--- config.mk ---
export PLATFORM = sky130hd
export DESIGN_NAME = sram_delay_line
export DESIGN_NICKNAME = d
export VERILOG_FILES = /design/src/rtl/sram_delay_line.sv
export SDC_FILE = /design/constraint.sdc
export NUM_CORES = 1
export LEC_CHECK = 0
export CORE_UTILIZATION = 51
export DETAILED_ROUTE_END_ITERATION = 10
export PLACE_DENSITY = 0.87
export SYNTH_ARGS = -nofsm -noshare
export SYNTH_HDL_FRONTEND = slang
export SYNTH_SLANG_ARGS = --single-unit
--- constraint.sdc ---
create_clock -name clk -period 3.1 [get_ports clk]
set_clock_uncertainty 0.2 [all_clocks]
set_input_delay 0.93 -clock clk [delete_from_list [all_inputs] [get_ports clk]]
set_output_delay 0.93 -clock clk [all_outputs]
set_load 0.03 [all_outputs]
--- src/rtl/sram_delay_line.sv ---
// Circular-buffer delay line: each enabled write stores a word and advances the
// pointer; read_data always shows the oldest entry (the one about to be overwritten).
module sram_delay_line #(
  parameter int ADDR_WIDTH = 8,
  parameter int DATA_WIDTH = 32,
  parameter int DEPTH      = 2
) (
  input  logic                  clk,
  input  logic                  rst,
  input  logic                  write_en,
  input  logic [DATA_WIDTH-1:0] write_data,
  output logic [DATA_WIDTH-1:0] read_data
);

  localparam int IW = (DEPTH > 1) ? $clog2(DEPTH) : 1;

  generate
    if (DEPTH < 2 || DEPTH > (1 << ADDR_WIDTH)) begin : g_bad_depth
      $error("sram_delay_line: DEPTH must be in 2..2**ADDR_WIDTH");
    end
  endgenerate

  logic [DATA_WIDTH-1:0] mem [DEPTH];
  logic [ADDR_WIDTH-1:0] ptr;
  logic [IW-1:0]         idx;

  // ptr never reaches DEPTH, so its low IW bits address the array exactly
  assign idx       = ptr[IW-1:0];
  assign read_data = mem[idx];

  always_ff @(posedge clk or posedge rst) begin
    if (rst) begin
      ptr <= '0;
      for (int i = 0; i < DEPTH; i++) mem[i] <= '0;
    end else if (write_en) begin
      mem[idx] <= write_data;
      ptr      <= (ptr == ADDR_WIDTH'(DEPTH - 1)) ? '0 : ptr + 1'b1;
    end
  end

endmodule

* Word-level counts from Yosys, hierarchy flattened
Cells that the tools add are included.
** Cells by class
- Bitwise operators :: 1
- Reductions and logical operators :: 1
- Equality and inequality tests :: 1
- Multiplexer cells :: 7
- $lt $le $gt $ge :: 2
- Add/sub/neg operators :: 1
** Operators with widths (count)
- 2-to-1 mux 32 bit :: 4
- bitwise mux 64 bit :: 1
- demux 32 bit (select 1 bit) :: 1
- adder 8 x 1 -> 8 bit, second input constant :: 1
- == test 8 x 1 -> 1 bit, second input constant :: 1
- 2-to-1 mux 8 bit :: 1
- greater-or-equal comparator 2 bit, second input constant :: 1
- less-than comparator 2 x 1 -> 1 bit, second input constant :: 1
- NOT 1 -> 2 bit :: 1
- logical AND 1 bit :: 1
** Storage, ports and cells
- Input bits :: 35
- Flip-flop bits (word level) :: 72
- Logic and storage cells :: 16

* Longest topological paths before layout
- Word-level depth :: 6
- Gate-level depth with buffers :: 6
- Mapped depth without buffers :: 5

* Worst setup path after synthesis
OpenSTA, ideal clock, no wires.
- Path kind :: register -> output
- Start point :: register ptr[0]
- End point :: output read_data[10]
- Data arrival time :: 1.145 ns
- Path slack :: 0.825 ns
- Stages on the path, launching flop included :: 4
- Cells stage by stage :: dfrtp_1 > buf_4 > buf_2 > mux2_2
** On the way
- Cells in the longest elaborated chain, start to end :: 4
** Ends and longest elaborated chain
- from (decl) :: line 24 : logic [ADDR_WIDTH-1:0] ptr;
- from (signal assigned) :: line 37 : ptr <= (ptr == ADDR_WIDTH'(DEPTH - 1)) ? '0 : ptr + 1'b1;
- NOT 1 -> 2 bit (not written as such) :: line 29 : assign read_data = mem[idx];
- 2-to-1 mux 32 bit (not written as such) (3 in a row) :: line 29
- to (decl) :: line 12 : output logic [DATA_WIDTH-1:0] read_data
No other way between the ends. The select of a mux whose other input is x is not followed.

* Worst setup path after layout
- Start point :: register ptr[0]
- End point :: output read_data[2]
Same word-level chain as after synthesis.

==> impl_metrics.py <==
metrics = {
    "sta": {
        "holdWs_ps": 288.7,
        "relSlewSlack_pct": 68.87,
        "setup_tns_ps": 0,
        "setup-violations-final": 0,
        "hold_viol": 0,
        "fin_ws_ps": 379.7,
        "finalWorstPathRequiredPeriod_ps": 2720,
        "max_freq_mhz": 367.6,
        "slew_viol_final": 0,
        "rsz0062_at_grt": "no",
        "fin_crit_sh_pct": 87.75,
        "worst_slew_pin_slew_ps": 466.3,
    },
    "flow_run": {
        "drv_cap": 0,
    },
    "route": {
        "route.met2.wl_um": 3073,
        "detail_route.wl_per_cell_um": 16.96,
        "firstDrtPassIters": 5,
        "wl_met3_um": 331,
        "vias": 1916,
        "viasPerCell": 5.264,
        "antenna_left": 0,
        "drc_errors": 0,
        "wl_met1_um": 2684,
        "wirelength_um": 6173,
        "initialDrtViolationCount": 113,
        "top_layer": "met4",
    },
    "pwr": {
        "p_seq_share_pct": 33.6,
        "clkPwrFrac_pct": 17.1,
        "p_leak_nw": 2.039,
        "power.share.switching_pct": 36.92,
        "netSwitchingPower_w": 0.001815,
        "power_frac_comb_pct": 49.3,
        "p_int_w": 0.003101,
        "peakVddDrop_mv": 0.7315,
        "power-per-cell-area_nw_per_um2": 1158,
    },
    "synthesis": {
        "synth_top_family_by_area": "multiplexers",
        "yosys.area_share.simple_pct": 3.618,
        "synthXorXnorAreaFrac_pct": 1.376,
        "synthAdderAreaFrac_pct": 0.7865,
        "syn_inst": 210,
        "ys_ff_latch": 72,
        "synth_nets": 247,
        "syn_area_sq_um": 3182,
        "synth-seq-area-share_pct": 56.63,
        "synth_compound_area_share_pct": 0.5112,
        "synth_cell_type_count": 21,
        "syn_avg_cell_area_sq_um": 15.15,
        "synthMuxAreaShare_pct": 33.98,
        "yosys_warnings": 0,
    },
    "grt": {
        "overflow": 0,
        "antenna_found_initial": 0,
        "track_usage_pct": 19.96,
        "grt_pass1_vias": 2050,
        "grt_pass1_wl_um": 9646,
        "grt_max_degree": 39,
    },
    "clocking": {
        "cts_tree": "built",
        "clk_latency_ps": 340,
        "cts_hold_buf": 0,
        "cts.sinks": 72,
        "htreeDepth": 3,
        "cts_buffer_depth": 2,
        "cts.repair.resized": 0,
        "cts_buffers": 9,
        "cts-root-buf": "clkbuf_8",
        "clk_pin_slew_worst_paths_ps": 70,
        "cts_setup_buffers": 0,
    },
    "setup_path": {
        "arrival_ps": 1590,
        "cp_max_fo": 18,
        "r2r_slack_ps": 950,
        "reg2reg_to": "ptr[1]$_DFFE_PP0P_",
        "critical_path_class": "reg -> out",
        "r2r-start": "ptr[0]$_DFFE_PP0P_",
        "worstPathRequired_ps": 1970,
        "cp-endpoint": "read_data[2]",
        "end_kind": "output port",
        "rr_worst_depth": 6,
        "cp-startpoint": "ptr[0]$_DFFE_PP0P_",
        "start_kind": "flip-flop",
    },
    "die": {
        "start_util_pct": 53.42,
        "coreArea_sq_um": 5956,
        "dieArea_sq_um": 6559,
        "pin_count": 67,
        "dieHeight_um": 80.99,
        "die_w_um": 80.99,
        "rows": 28,
    },
    "placed_design": {
        "hpwlAfterDp_um": 4076,
        "gp_routability_congestion": 0.8088,
        "place_ws_ps": 327.9,
        "post-place-cells": 348,
        "io_buffers": 66,
    },
    "layout": {
        "n_antenna_cell": 0,
        "final_layout_size_suffix_gt1_share_pct": 43.94,
        "nets": 321,
        "area_delta_synth_final_pct": 33.46,
        "fin_cells": 364,
    },
    "worst_hold_path": {
        "hold_class": "reg -> reg",
        "hold_depth": 1,
    },
    "run_status": {
        "status": "finished clean",
    },
}
## metrics by stage
step | util, % | cell area, sq um | total power (W)
finish | 71.30 | 4247 | 0.004917
global route | 71.30 | 4247 | 0.005161
CTS | 69.96 | 4167 | 0.005009
detailed placement | 66.11 | 3938 | 0.004148
global placement | 66.11 | 3938 | 0.004070
floorplan | - | 3182 | 0.003286
## cells by family (layout without fill, tap and decap cells)
group,count (synthesis),in the layout
mux,96,96
flops,72,72
simple gates,17,17
buf+inv,15,94
xor+xnor,5,5
compound gates,3,3
fa+ha+maj,2,2
## cell type report
cell class                      instances  area, sq um
Clock buffer                           10        137.6
Timing Repair Buffer                   75        820.8
Inverter                                3        11.26
Clock inverter                          6        91.34
Fill cell                             401         1709
Multi-Input combinational cell        123         1289
Tap cell                               75        93.84
Sequential cell                        72         1803
## cells in the mapped netlist
library cell   n  area [sq um]
nor2b_1        1         6.260
o22ai_1        1         6.260
nand4_1        4         25.02
nor4_4         1         21.27
xnor2_1        3         26.28
or2_2          1         6.260
inv_1          3         11.26
buf_4          1         7.510
dfrtp_1       72          1802
nand2_1        3         11.26
nand3_1        1         5.000
nor2_1         2         7.510
o21ai_1        2         10.01
xor2_1         2         17.52
or4b_4         1         13.76
mux2_2        96          1081
buf_6          4         45.04
nand2b_1       2         12.51
ha_1           2         25.02
buf_2          7         35.03
or3_1          1         6.260
## how the worst min path moves through the flow
stage,from,end,slack (ps)
6_report,ptr[7]$_DFFE_PP0P_,ptr[7]$_DFFE_PP0P_,290
4_1_cts,ptr[7]$_DFFE_PP0P_,ptr[7]$_DFFE_PP0P_,290
3_3_place_gp,mem[13]$_DFFE_PP0P_,mem[13]$_DFFE_PP0P_,280
5_1_grt,mem[15]$_DFFE_PP0P_,mem[15]$_DFFE_PP0P_,320
2_1_floorplan,ptr[7]$_DFFE_PP0P_,ptr[7]$_DFFE_PP0P_,240
3_5_place_dp,ptr[7]$_DFFE_PP0P_,ptr[7]$_DFFE_PP0P_,280
## power by group through the flow
stage | logic [W] | registers [W] | clock network, W
2_1_floorplan | 0.00171 | 0.00158 | 0
3_3_place_gp | 0.00244 | 0.00163 | 0
3_5_place_dp | 0.00249 | 0.00166 | 0
4_1_cts | 0.00251 | 0.00165 | 0.000853
5_1_grt | 0.00256 | 0.00170 | 0.000893
6_report | 0.00243 | 0.00165 | 0.000840
## sequential cells by signal (all words and copies together) (netlist names)
name / count
mem: 64
ptr: 8
## worst max-delay path, stage by stage (launching register included)
cell,delay (ps)
dfrtp_2,360
buf_4,260
mux2_2,380
dlymetal6s2s_1,240
## cells in the final DEF (no fill, tap or decap), types with 2 or more instances in the layout
master | synthesis | final
inv_1 | 3 | 2
nor2_1 | 2 | 2
mux2_2 | 96 | 96
buf_4 | 1 | 8
nand2b_1 | 2 | 2
dfrtp_1 | 72 | 71
clkinv_4 | 0 | 2
dlymetal6s2s_1 | 0 | 32
nand2_1 | 3 | 3
clkdlybuf4s50_1 | 0 | 34
o21ai_1 | 2 | 2
clkbuf_8 | 0 | 10
xor2_1 | 2 | 2
nand4_1 | 4 | 4
ha_1 | 2 | 2
bufinv_16 | 0 | 2
xnor2_1 | 3 | 3
## layer usage
layer	up-vias	global-route usage, %
li1	887	-
met1	950	25.55
met2	69	32.27
met3	10	5.843
met4	0	6.964
met5	-	0
(Power assumes the default switching activity.)
